$ cat src/rtl/decode_stage_pkg.sv
// +----------------------------------------------------------------------------+
// | decode_stage_pkg : shared opcodes, ALU codes, flag indices, decode bundle  |
// | Revision: 1.0                                                              |
// +----------------------------------------------------------------------------+
`default_nettype none

package decode_stage_pkg;

  localparam logic [6:0] c_opc_lui      = 7'b0110111;
  localparam logic [6:0] c_opc_auipc    = 7'b0010111;
  localparam logic [6:0] c_opc_jal      = 7'b1101111;
  localparam logic [6:0] c_opc_jalr     = 7'b1100111;
  localparam logic [6:0] c_opc_branch   = 7'b1100011;
  localparam logic [6:0] c_opc_load     = 7'b0000011;
  localparam logic [6:0] c_opc_store    = 7'b0100011;
  localparam logic [6:0] c_opc_op_imm   = 7'b0010011;
  localparam logic [6:0] c_opc_op       = 7'b0110011;
  localparam logic [6:0] c_opc_misc_mem = 7'b0001111;
  localparam logic [6:0] c_opc_system   = 7'b1110011;

  typedef enum logic [3:0] {
    c_alu_add  = 4'd0,
    c_alu_sub  = 4'd1,
    c_alu_sll  = 4'd2,
    c_alu_slt  = 4'd3,
    c_alu_sltu = 4'd4,
    c_alu_xor  = 4'd5,
    c_alu_srl  = 4'd6,
    c_alu_sra  = 4'd7,
    c_alu_or   = 4'd8,
    c_alu_and  = 4'd9
  } alu_ctrl_e;

  // Bit positions inside out_jbs_flags = {beq,bne,blt,bge,bltu,bgeu,jal,jalr,lui,auipc}
  localparam int c_jbs_beq   = 9;
  localparam int c_jbs_bne   = 8;
  localparam int c_jbs_blt   = 7;
  localparam int c_jbs_bge   = 6;
  localparam int c_jbs_bltu  = 5;
  localparam int c_jbs_bgeu  = 4;
  localparam int c_jbs_jal   = 3;
  localparam int c_jbs_jalr  = 2;
  localparam int c_jbs_lui   = 1;
  localparam int c_jbs_auipc = 0;

  typedef struct packed {
    logic [4:0] rs1;
    logic [4:0] rs2;
    logic [4:0] rd;
    logic [3:0] alu_ctrl;
    logic       alu_b_sel;
    logic       reg_w;
    logic       mem_rd;
    logic       mem_wr;
    logic [2:0] wr_width;
    logic [9:0] jbs;
    logic       muldiv;
    logic       illegal;
  } dec_bundle_t;

  // alt selects SUB/SRA; callers only raise it where those forms are allowed
  function automatic logic [3:0] alu_from_f3(input logic [2:0] f3, input logic alt);
    logic [3:0] op;
    case (f3)
      3'b000:  op = alt ? c_alu_sub : c_alu_add;
      3'b001:  op = c_alu_sll;
      3'b010:  op = c_alu_slt;
      3'b011:  op = c_alu_sltu;
      3'b100:  op = c_alu_xor;
      3'b101:  op = alt ? c_alu_sra : c_alu_srl;
      3'b110:  op = c_alu_or;
      default: op = c_alu_and;
    endcase
    return op;
  endfunction

endpackage

`default_nettype wire

$ cat src/rtl/decode_stage_comb.sv
// +----------------------------------------------------------------------------+
// | decode_comb : pure combinational RV32 instruction -> decoded bundle        |
// | Revision: 1.0                                                              |
// +----------------------------------------------------------------------------+
`default_nettype none

module decode_comb
  import decode_stage_pkg::*;
#(
  parameter int XLEN = 32,
  parameter int EN_M = 0
) (
  input  logic [31:0]     inst_i,
  output dec_bundle_t     bundle_o,
  output logic [XLEN-1:0] imm_o
);

  logic [6:0]  w_op;
  logic [2:0]  w_f3;
  logic [6:0]  w_f7;
  logic [31:0] w_imm_i, w_imm_s, w_imm_b, w_imm_u, w_imm_j;
  logic [31:0] w_imm32;
  logic        w_legal;
  logic        w_is_md;
  dec_bundle_t w_dec;

  assign w_op = inst_i[6:0];
  assign w_f3 = inst_i[14:12];
  assign w_f7 = inst_i[31:25];

  assign w_imm_i = {{20{inst_i[31]}}, inst_i[31:20]};
  assign w_imm_s = {{20{inst_i[31]}}, inst_i[31:25], inst_i[11:7]};
  assign w_imm_b = {{19{inst_i[31]}}, inst_i[31], inst_i[7], inst_i[30:25], inst_i[11:8], 1'b0};
  assign w_imm_u = {inst_i[31:12], 12'b0};
  assign w_imm_j = {{11{inst_i[31]}}, inst_i[31], inst_i[19:12], inst_i[20], inst_i[30:21], 1'b0};

  always_comb begin
    w_dec     = '0;
    w_imm32   = '0;
    w_legal   = 1'b1;
    w_is_md   = 1'b0;
    w_dec.rs1 = inst_i[19:15];
    w_dec.rs2 = inst_i[24:20];
    w_dec.rd  = inst_i[11:7];
    case (w_op)
      c_opc_lui: begin
        w_imm32               = w_imm_u;
        w_dec.jbs[c_jbs_lui]  = 1'b1;
      end
      c_opc_auipc: begin
        w_imm32                = w_imm_u;
        w_dec.jbs[c_jbs_auipc] = 1'b1;
      end
      c_opc_jal: begin
        w_imm32              = w_imm_j;
        w_dec.jbs[c_jbs_jal] = 1'b1;
      end
      c_opc_jalr: begin
        w_imm32               = w_imm_i;
        w_dec.jbs[c_jbs_jalr] = 1'b1;
      end
      c_opc_branch: begin
        w_imm32 = w_imm_b;
        case (w_f3)
          3'b000:  begin w_dec.jbs[c_jbs_beq]  = 1'b1; w_dec.alu_ctrl = c_alu_sub;  end
          3'b001:  begin w_dec.jbs[c_jbs_bne]  = 1'b1; w_dec.alu_ctrl = c_alu_sub;  end
          3'b100:  begin w_dec.jbs[c_jbs_blt]  = 1'b1; w_dec.alu_ctrl = c_alu_slt;  end
          3'b101:  begin w_dec.jbs[c_jbs_bge]  = 1'b1; w_dec.alu_ctrl = c_alu_slt;  end
          3'b110:  begin w_dec.jbs[c_jbs_bltu] = 1'b1; w_dec.alu_ctrl = c_alu_sltu; end
          3'b111:  begin w_dec.jbs[c_jbs_bgeu] = 1'b1; w_dec.alu_ctrl = c_alu_sltu; end
          default: w_legal = 1'b0;
        endcase
      end
      c_opc_load: begin
        w_imm32         = w_imm_i;
        w_dec.mem_rd    = 1'b1;
        w_dec.alu_b_sel = 1'b1;
        w_dec.wr_width  = w_f3;
        if (w_f3 == 3'b011 || w_f3 == 3'b110 || w_f3 == 3'b111) w_legal = 1'b0;
      end
      c_opc_store: begin
        w_imm32         = w_imm_s;
        w_dec.mem_wr    = 1'b1;
        w_dec.alu_b_sel = 1'b1;
        w_dec.wr_width  = w_f3;
        if (w_f3 >= 3'b011) w_legal = 1'b0;
      end
      c_opc_op_imm: begin
        w_imm32         = w_imm_i;
        w_dec.alu_b_sel = 1'b1;
        w_dec.alu_ctrl  = alu_from_f3(w_f3, (w_f3 == 3'b101) && w_f7[5]);
        // Shift-immediates reuse imm[11:5] as a function field
        if (w_f3 == 3'b001 && w_f7 != 7'b0000000) w_legal = 1'b0;
        if (w_f3 == 3'b101 && w_f7 != 7'b0000000 && w_f7 != 7'b0100000) w_legal = 1'b0;
      end
      c_opc_op: begin
        case (w_f7)
          7'b0000000: w_dec.alu_ctrl = alu_from_f3(w_f3, 1'b0);
          7'b0100000: begin
            w_dec.alu_ctrl = alu_from_f3(w_f3, 1'b1);
            if (w_f3 != 3'b000 && w_f3 != 3'b101) w_legal = 1'b0;
          end
          7'b0000001: begin
            if (EN_M != 0) w_is_md = 1'b1;
            else           w_legal = 1'b0;
          end
          default: w_legal = 1'b0;
        endcase
      end
      c_opc_misc_mem,
      c_opc_system: w_imm32 = w_imm_i;
      default:      w_legal = 1'b0;
    endcase
    w_dec.muldiv = w_is_md;
    w_dec.reg_w  = (w_op != c_opc_store) && (w_op != c_opc_branch) &&
                   (w_op != c_opc_system) && (w_dec.rd != 5'd0);
    if (!w_legal) begin
      w_dec         = '0;
      w_dec.illegal = 1'b1;
      w_imm32       = '0;
    end
  end

  assign bundle_o = w_dec;
  assign imm_o    = XLEN'($signed(w_imm32));

endmodule

`default_nettype wire

$ cat src/rtl/decode_stage.sv
// +----------------------------------------------------------------------------+
// | decode_stage : registered RV32 decode stage with valid/ready + skid buffer |
// | Revision: 1.0                                                              |
// +----------------------------------------------------------------------------+
`default_nettype none

module decode_stage
  import decode_stage_pkg::*;
#(
  parameter int XLEN = 32,
  parameter int PC_W = 32,
  parameter int EN_M = 0
) (
  input  logic            clk,
  input  logic            rst_n,
  input  logic            flush,
  input  logic            in_valid,
  output logic            in_ready,
  input  logic [31:0]     in_inst,
  input  logic [PC_W-1:0] in_pc,
  output logic            out_valid,
  input  logic            out_ready,
  output logic [PC_W-1:0] out_pc,
  output logic [4:0]      out_rs1,
  output logic [4:0]      out_rs2,
  output logic [4:0]      out_rd,
  output logic [XLEN-1:0] out_imm,
  output logic [3:0]      out_alu_ctrl,
  output logic            out_alu_b_sel,
  output logic            out_reg_w,
  output logic            out_mem_rd,
  output logic            out_mem_wr,
  output logic [2:0]      out_wr_width,
  output logic [9:0]      out_jbs_flags,
  output logic            out_muldiv,
  output logic            out_illegal
);

  dec_bundle_t     w_dec;
  logic [XLEN-1:0] w_imm;
  logic            w_accept;

  logic            out_valid_q, out_valid_d;
  dec_bundle_t     out_dec_q,   out_dec_d;
  logic [XLEN-1:0] out_imm_q,   out_imm_d;
  logic [PC_W-1:0] out_pc_q,    out_pc_d;
  logic            skid_valid_q, skid_valid_d;
  dec_bundle_t     skid_dec_q,   skid_dec_d;
  logic [XLEN-1:0] skid_imm_q,   skid_imm_d;
  logic [PC_W-1:0] skid_pc_q,    skid_pc_d;
  logic            in_ready_q,   in_ready_d;

  decode_comb #(
    .XLEN (XLEN),
    .EN_M (EN_M)
  ) u_decode_comb (
    .inst_i   (in_inst),
    .bundle_o (w_dec),
    .imm_o    (w_imm)
  );

  assign w_accept = in_valid && in_ready_q;

  always_comb begin
    out_valid_d  = out_valid_q;
    out_dec_d    = out_dec_q;
    out_imm_d    = out_imm_q;
    out_pc_d     = out_pc_q;
    skid_valid_d = skid_valid_q;
    skid_dec_d   = skid_dec_q;
    skid_imm_d   = skid_imm_q;
    skid_pc_d    = skid_pc_q;
    if (flush) begin
      out_valid_d  = 1'b0;
      skid_valid_d = 1'b0;
    end else if (!out_valid_q || out_ready) begin
      // Output slot frees this cycle: the older skid entry goes first
      if (skid_valid_q) begin
        out_valid_d  = 1'b1;
        out_dec_d    = skid_dec_q;
        out_imm_d    = skid_imm_q;
        out_pc_d     = skid_pc_q;
        skid_valid_d = 1'b0;
      end else if (w_accept) begin
        out_valid_d = 1'b1;
        out_dec_d   = w_dec;
        out_imm_d   = w_imm;
        out_pc_d    = in_pc;
      end else begin
        out_valid_d = 1'b0;
      end
    end else if (w_accept) begin
      skid_valid_d = 1'b1;
      skid_dec_d   = w_dec;
      skid_imm_d   = w_imm;
      skid_pc_d    = in_pc;
    end
    in_ready_d = !skid_valid_d;
  end

  always_ff @(posedge clk or negedge rst_n) begin
    if (!rst_n) begin
      out_valid_q  <= 1'b0;
      out_dec_q    <= '0;
      out_imm_q    <= '0;
      out_pc_q     <= '0;
      skid_valid_q <= 1'b0;
      skid_dec_q   <= '0;
      skid_imm_q   <= '0;
      skid_pc_q    <= '0;
      in_ready_q   <= 1'b1;
    end else begin
      out_valid_q  <= out_valid_d;
      out_dec_q    <= out_dec_d;
      out_imm_q    <= out_imm_d;
      out_pc_q     <= out_pc_d;
      skid_valid_q <= skid_valid_d;
      skid_dec_q   <= skid_dec_d;
      skid_imm_q   <= skid_imm_d;
      skid_pc_q    <= skid_pc_d;
      in_ready_q   <= in_ready_d;
    end
  end

  assign in_ready      = in_ready_q;
  assign out_valid     = out_valid_q;
  assign out_pc        = out_pc_q;
  assign out_imm       = out_imm_q;
  assign out_rs1       = out_dec_q.rs1;
  assign out_rs2       = out_dec_q.rs2;
  assign out_rd        = out_dec_q.rd;
  assign out_alu_ctrl  = out_dec_q.alu_ctrl;
  assign out_alu_b_sel = out_dec_q.alu_b_sel;
  assign out_reg_w     = out_dec_q.reg_w;
  assign out_mem_rd    = out_dec_q.mem_rd;
  assign out_mem_wr    = out_dec_q.mem_wr;
  assign out_wr_width  = out_dec_q.wr_width;
  assign out_jbs_flags = out_dec_q.jbs;
  assign out_muldiv    = out_dec_q.muldiv;
  assign out_illegal   = out_dec_q.illegal;

endmodule

`default_nettype wire

$ cat config.mk
export PLATFORM = sky130hd
export DESIGN_NAME = decode_stage
export DESIGN_NICKNAME = d
export VERILOG_FILES = /design/src/rtl/decode_stage_pkg.sv /design/src/rtl/decode_stage_comb.sv /design/src/rtl/decode_stage.sv
export SDC_FILE = /design/constraint.sdc
export NUM_CORES = 1
export LEC_CHECK = 0
export CAP_MARGIN = 20
export CORE_MARGIN = 2
export CORE_UTILIZATION = 32
export DETAILED_ROUTE_END_ITERATION = 7
export HOLD_SLACK_MARGIN = 0.05
export PLACE_DENSITY = 0.59
export SETUP_SLACK_MARGIN = 0.5
export SLEW_MARGIN = 20
export SYNTH_ARGS = -nofsm -noshare
export SYNTH_HDL_FRONTEND = slang
export SYNTH_SLANG_ARGS = --single-unit
$ cat constraint.sdc
create_clock -name clk -period 2.1 [get_ports clk]
set_input_delay 0.63 -clock clk [delete_from_list [all_inputs] [get_ports clk]]
set_output_delay 0.63 -clock clk [all_outputs]
set_load 0.02 [all_outputs]
==> impl_metrics.env <==
export IMPL_synthesis_nets=1137
export IMPL_skew_ns=0.01171
export IMPL_num_vias=9373
export IMPL_async_flop_share_pct=100.0
export IMPL_routed_wl_um=32870
export IMPL_fmax_mhz=481.7
export IMPL_synthCells=1068
export IMPL_drt_wirelength_per_cell_um=17.99
export IMPL_worstSetupPathType="primary input to flop"
export IMPL_total_power_mw=11.72
export IMPL_p_per_area_mw_per_mm2=718.0
export IMPL_cap_violations=0
export IMPL_rsz0062_at_grt="true"
export IMPL_track_usage_pct=19.76
export IMPL_worstPathArrival_ns=2.53
export IMPL_cts_tree="built"
export IMPL_worstPathRequired_ns=2.56
export IMPL_grt_start_max_net_pins=72
export IMPL_finish_utilization_pct=54.79
export IMPL_r2r_start="in_ready"
export IMPL_cts_clk_slew_worst_paths_ns=0.06
export IMPL_die_h_um=178.6
export IMPL_final_cell_mix="298 x nand2_1, 203 x dfrtp_1, 158 x buf_6"
export IMPL_cp_start_kind="primary input"
export IMPL_cts_sinks=205
export IMPL_min_path_type="primary input to async pin"
export IMPL_cp_max_fo=5
export IMPL_yosysWarnings=0
export IMPL_start_util_pct=32.74
export IMPL_cts_buffers=25
export IMPL_globalplace_congestion=0.8883
export IMPL_fillers=2545
export IMPL_p_leak_nw=7.451
export IMPL_drt_pass1_iter_count=5
export IMPL_synthToLayoutAreaGrowth_pct=67.37
export IMPL_period_share_pct=98.87
export IMPL_htreeDepth=1
export IMPL_r2r_slack_ns=0.30
export IMPL_root_buffer="clkbuf_16"
export IMPL_portBuffers=171
export IMPL_hpwlAfterDp_um=20620
export IMPL_diodes=0
export IMPL_grt_pass1_vias=9148
export IMPL_ys_seq_area_share_pct=52.60
export IMPL_ir_drop_v=0.0005026
export IMPL_status="complete, no violations"
export IMPL_final_common_cell="nand2_1"
export IMPL_reg2regPathDepth=6
export IMPL_synth_area_sq_mm=0.009754
export IMPL_rr_endpoint="skid_imm_q[14]"
export IMPL_die_w_um=178.6
export IMPL_grt_pass1_wl_um=50170
export IMPL_synth_ff_type="dfrtp_1"
export IMPL_synth_avg_cell_area_sq_um=9.133
export IMPL_clock_latency_ns=0.53
export IMPL_postRouteAntennaNets=0
export IMPL_slew_violations=0
export IMPL_die_area_sq_mm=0.03189
export IMPL_io_pins=173
export IMPL_synth_edf_count=0
export IMPL_crit_path_end_kind="flop"
export IMPL_drc=0
export IMPL_fin_nets=1487
export IMPL_grt_ovfl_total=0
export IMPL_cts_hold_buf=0
export IMPL_tns_ns=0
export IMPL_drtIter0Drc=652
export IMPL_drive_gt1_share_pct=42.10
export IMPL_core_area_sq_mm=0.02980
export IMPL_ys_ff_latch=205
export IMPL_setup_viol=0
export IMPL_antenna_found_initial=0
export IMPL_hold_viol_final=0
export IMPL_clock_path_buffers=3
export IMPL_yosysUniqueCellTypes=66
export IMPL_finalCriticalPeriod_ns=2.076
export IMPL_rows=63
export IMPL_via_per_inst=5.130
==> per-stage QoR <==
step / std cells / area (sq um) / worst slack, ns / hold slack [ns]
2_1_floorplan: 1068 / 10160 / -0.2207 / 0.3344
3_3_place_gp: 1689 / 13070 / -0.9356 / 0.4529
3_5_place_dp: 1689 / 13070 / -0.9769 / 0.4583
4_1_cts: 1798 / 15330 / -0.02914 / 0.05208
5_1_grt: 1827 / 16330 / -0.02656 / 0.06120
6_report: 1827 / 16330 / 0.02382 / 0.04870
==> synthesized netlist by cell type (3+ instances only) <==
library cell | count | area, sq um
a211oi_1 | 23 | 172.7
a21o_1 | 11 | 82.58
a21oi_1 | 66 | 330.3
a22oi_1 | 6 | 45.04
a31o_1 | 4 | 35.03
a31o_2 | 17 | 148.9
and2_1 | 3 | 18.77
and3b_1 | 3 | 26.28
buf_1 | 11 | 41.29
buf_2 | 13 | 65.06
buf_6 | 5 | 56.30
clkbuf_1 | 60 | 225.2
dfrtp_1 | 204 | 5105
inv_1 | 4 | 15.01
mux2_2 | 3 | 33.78
mux2i_1 | 34 | 340.3
nand2_1 | 312 | 1171
nand2b_1 | 5 | 31.28
nand3_1 | 22 | 110.1
nand3b_1 | 3 | 22.52
nand4bb_1 | 4 | 45.04
nor2_1 | 50 | 187.7
nor2_2 | 3 | 18.77
nor2b_1 | 6 | 37.54
nor3_1 | 7 | 35.03
nor4_1 | 4 | 25.02
o21a_1 | 3 | 22.52
o21ai_0 | 62 | 310.3
o21ai_1 | 20 | 100.1
o22a_1 | 11 | 96.34
o22ai_2 | 8 | 100.1
o31ai_1 | 23 | 172.7
o41ai_1 | 5 | 43.79
or3_1 | 14 | 87.58
or4_1 | 3 | 22.52
==> registers in the layout (all words and copies together), names as in the netlist, 3 cells and up <==
| signal | cells |
|---|---|
| skid_dec_q | 37 |
| out_imm | 32 |
| out_pc | 32 |
| skid_imm_q | 32 |
| skid_pc_q | 32 |
| out_jbs_flags | 10 |
| out_rd | 5 |
| out_rs1 | 5 |
| out_rs2 | 5 |
| out_alu_ctrl | 4 |
| out_wr_width | 3 |
==> power by group <==
part	switching, mW	internal (mW)	leakage [nW]
Sequential	0.289	4.37	2.68
Clock	1.72	2.77	0.417
Combinational	1.29	1.29	4.35
==> logic make-up after synthesis <==
| group | after synthesis | synth area share [%] |
|---|---|---|
| muxes | 37 | 3.835 |
| DFF | 205 | 52.60 |
| AOI/OAI and AO/OA | 277 | 19.06 |
| other | 1 | 0.03844 |
| buffers and inverters | 95 | 4.284 |
| xor gates and xnor gates | 2 | 0.1796 |
| and+or+nand+nor | 451 | 20.00 |
==> how the worst max path moves through the flow <==
| stage | from | end | slack [ns] | cells after the start |
|---|---|---|---|---|
| 2_1_floorplan | in_inst[4] | out_imm[12] | -0.22 | 9 |
| 3_3_place_gp | in_inst[2] | out_imm[4] | -0.94 | 9 |
| 3_5_place_dp | in_inst[12] | skid_dec_q[30] | -0.98 | 8 |
| 4_1_cts | in_inst[4] | out_imm[12] | -0.03 | 9 |
| 5_1_grt | in_inst[2] | out_imm[11] | -0.03 | 10 |
| 6_report | in_inst[3] | out_imm[11] | 0.02 | 10 |
==> cell type report <==
type	instances	area (sq um)	share of cell area [%]
clock inverters	9	128.9	0.7894
clock buffers	37	730.7	4.476
repair buffers	414	4407	26.99
inverters	4	15.01	0.09197
well taps	390	488.0	2.989
multi-input cells	768	5421	33.21
flip-flops and latches	205	5135	31.45
==> critical path, cell delays in order <==
cell and delay [ns]:
buf_6 0.09, buf_6 0.12, or2_1 0.24, o211a_1 0.24
o32ai_4 0.29, buf_6 0.15, nor3_4 0.05, buf_4 0.15
or4_4 0.41, a21oi_2 0.15
==> repair_timing <==
action / CTS / global route
gates resized for setup: 654 / 326
endpoints found under the setup margin: 304 / 304
setup buffers: 54 / 23
pin swaps: 87 / 66
gates cloned: 9 / 6
==> layer usage <==
layer  vias up  share of wire [%]  global-route usage (%)
li1       4423                  -                       -
met1      4606                 44                   27.51
met2       286                 48                   31.81
met3        58                5.2                   3.048
met4         0                2.8                   5.725
met5         -                  0                       0
Power figures use the tool's default switching activity.
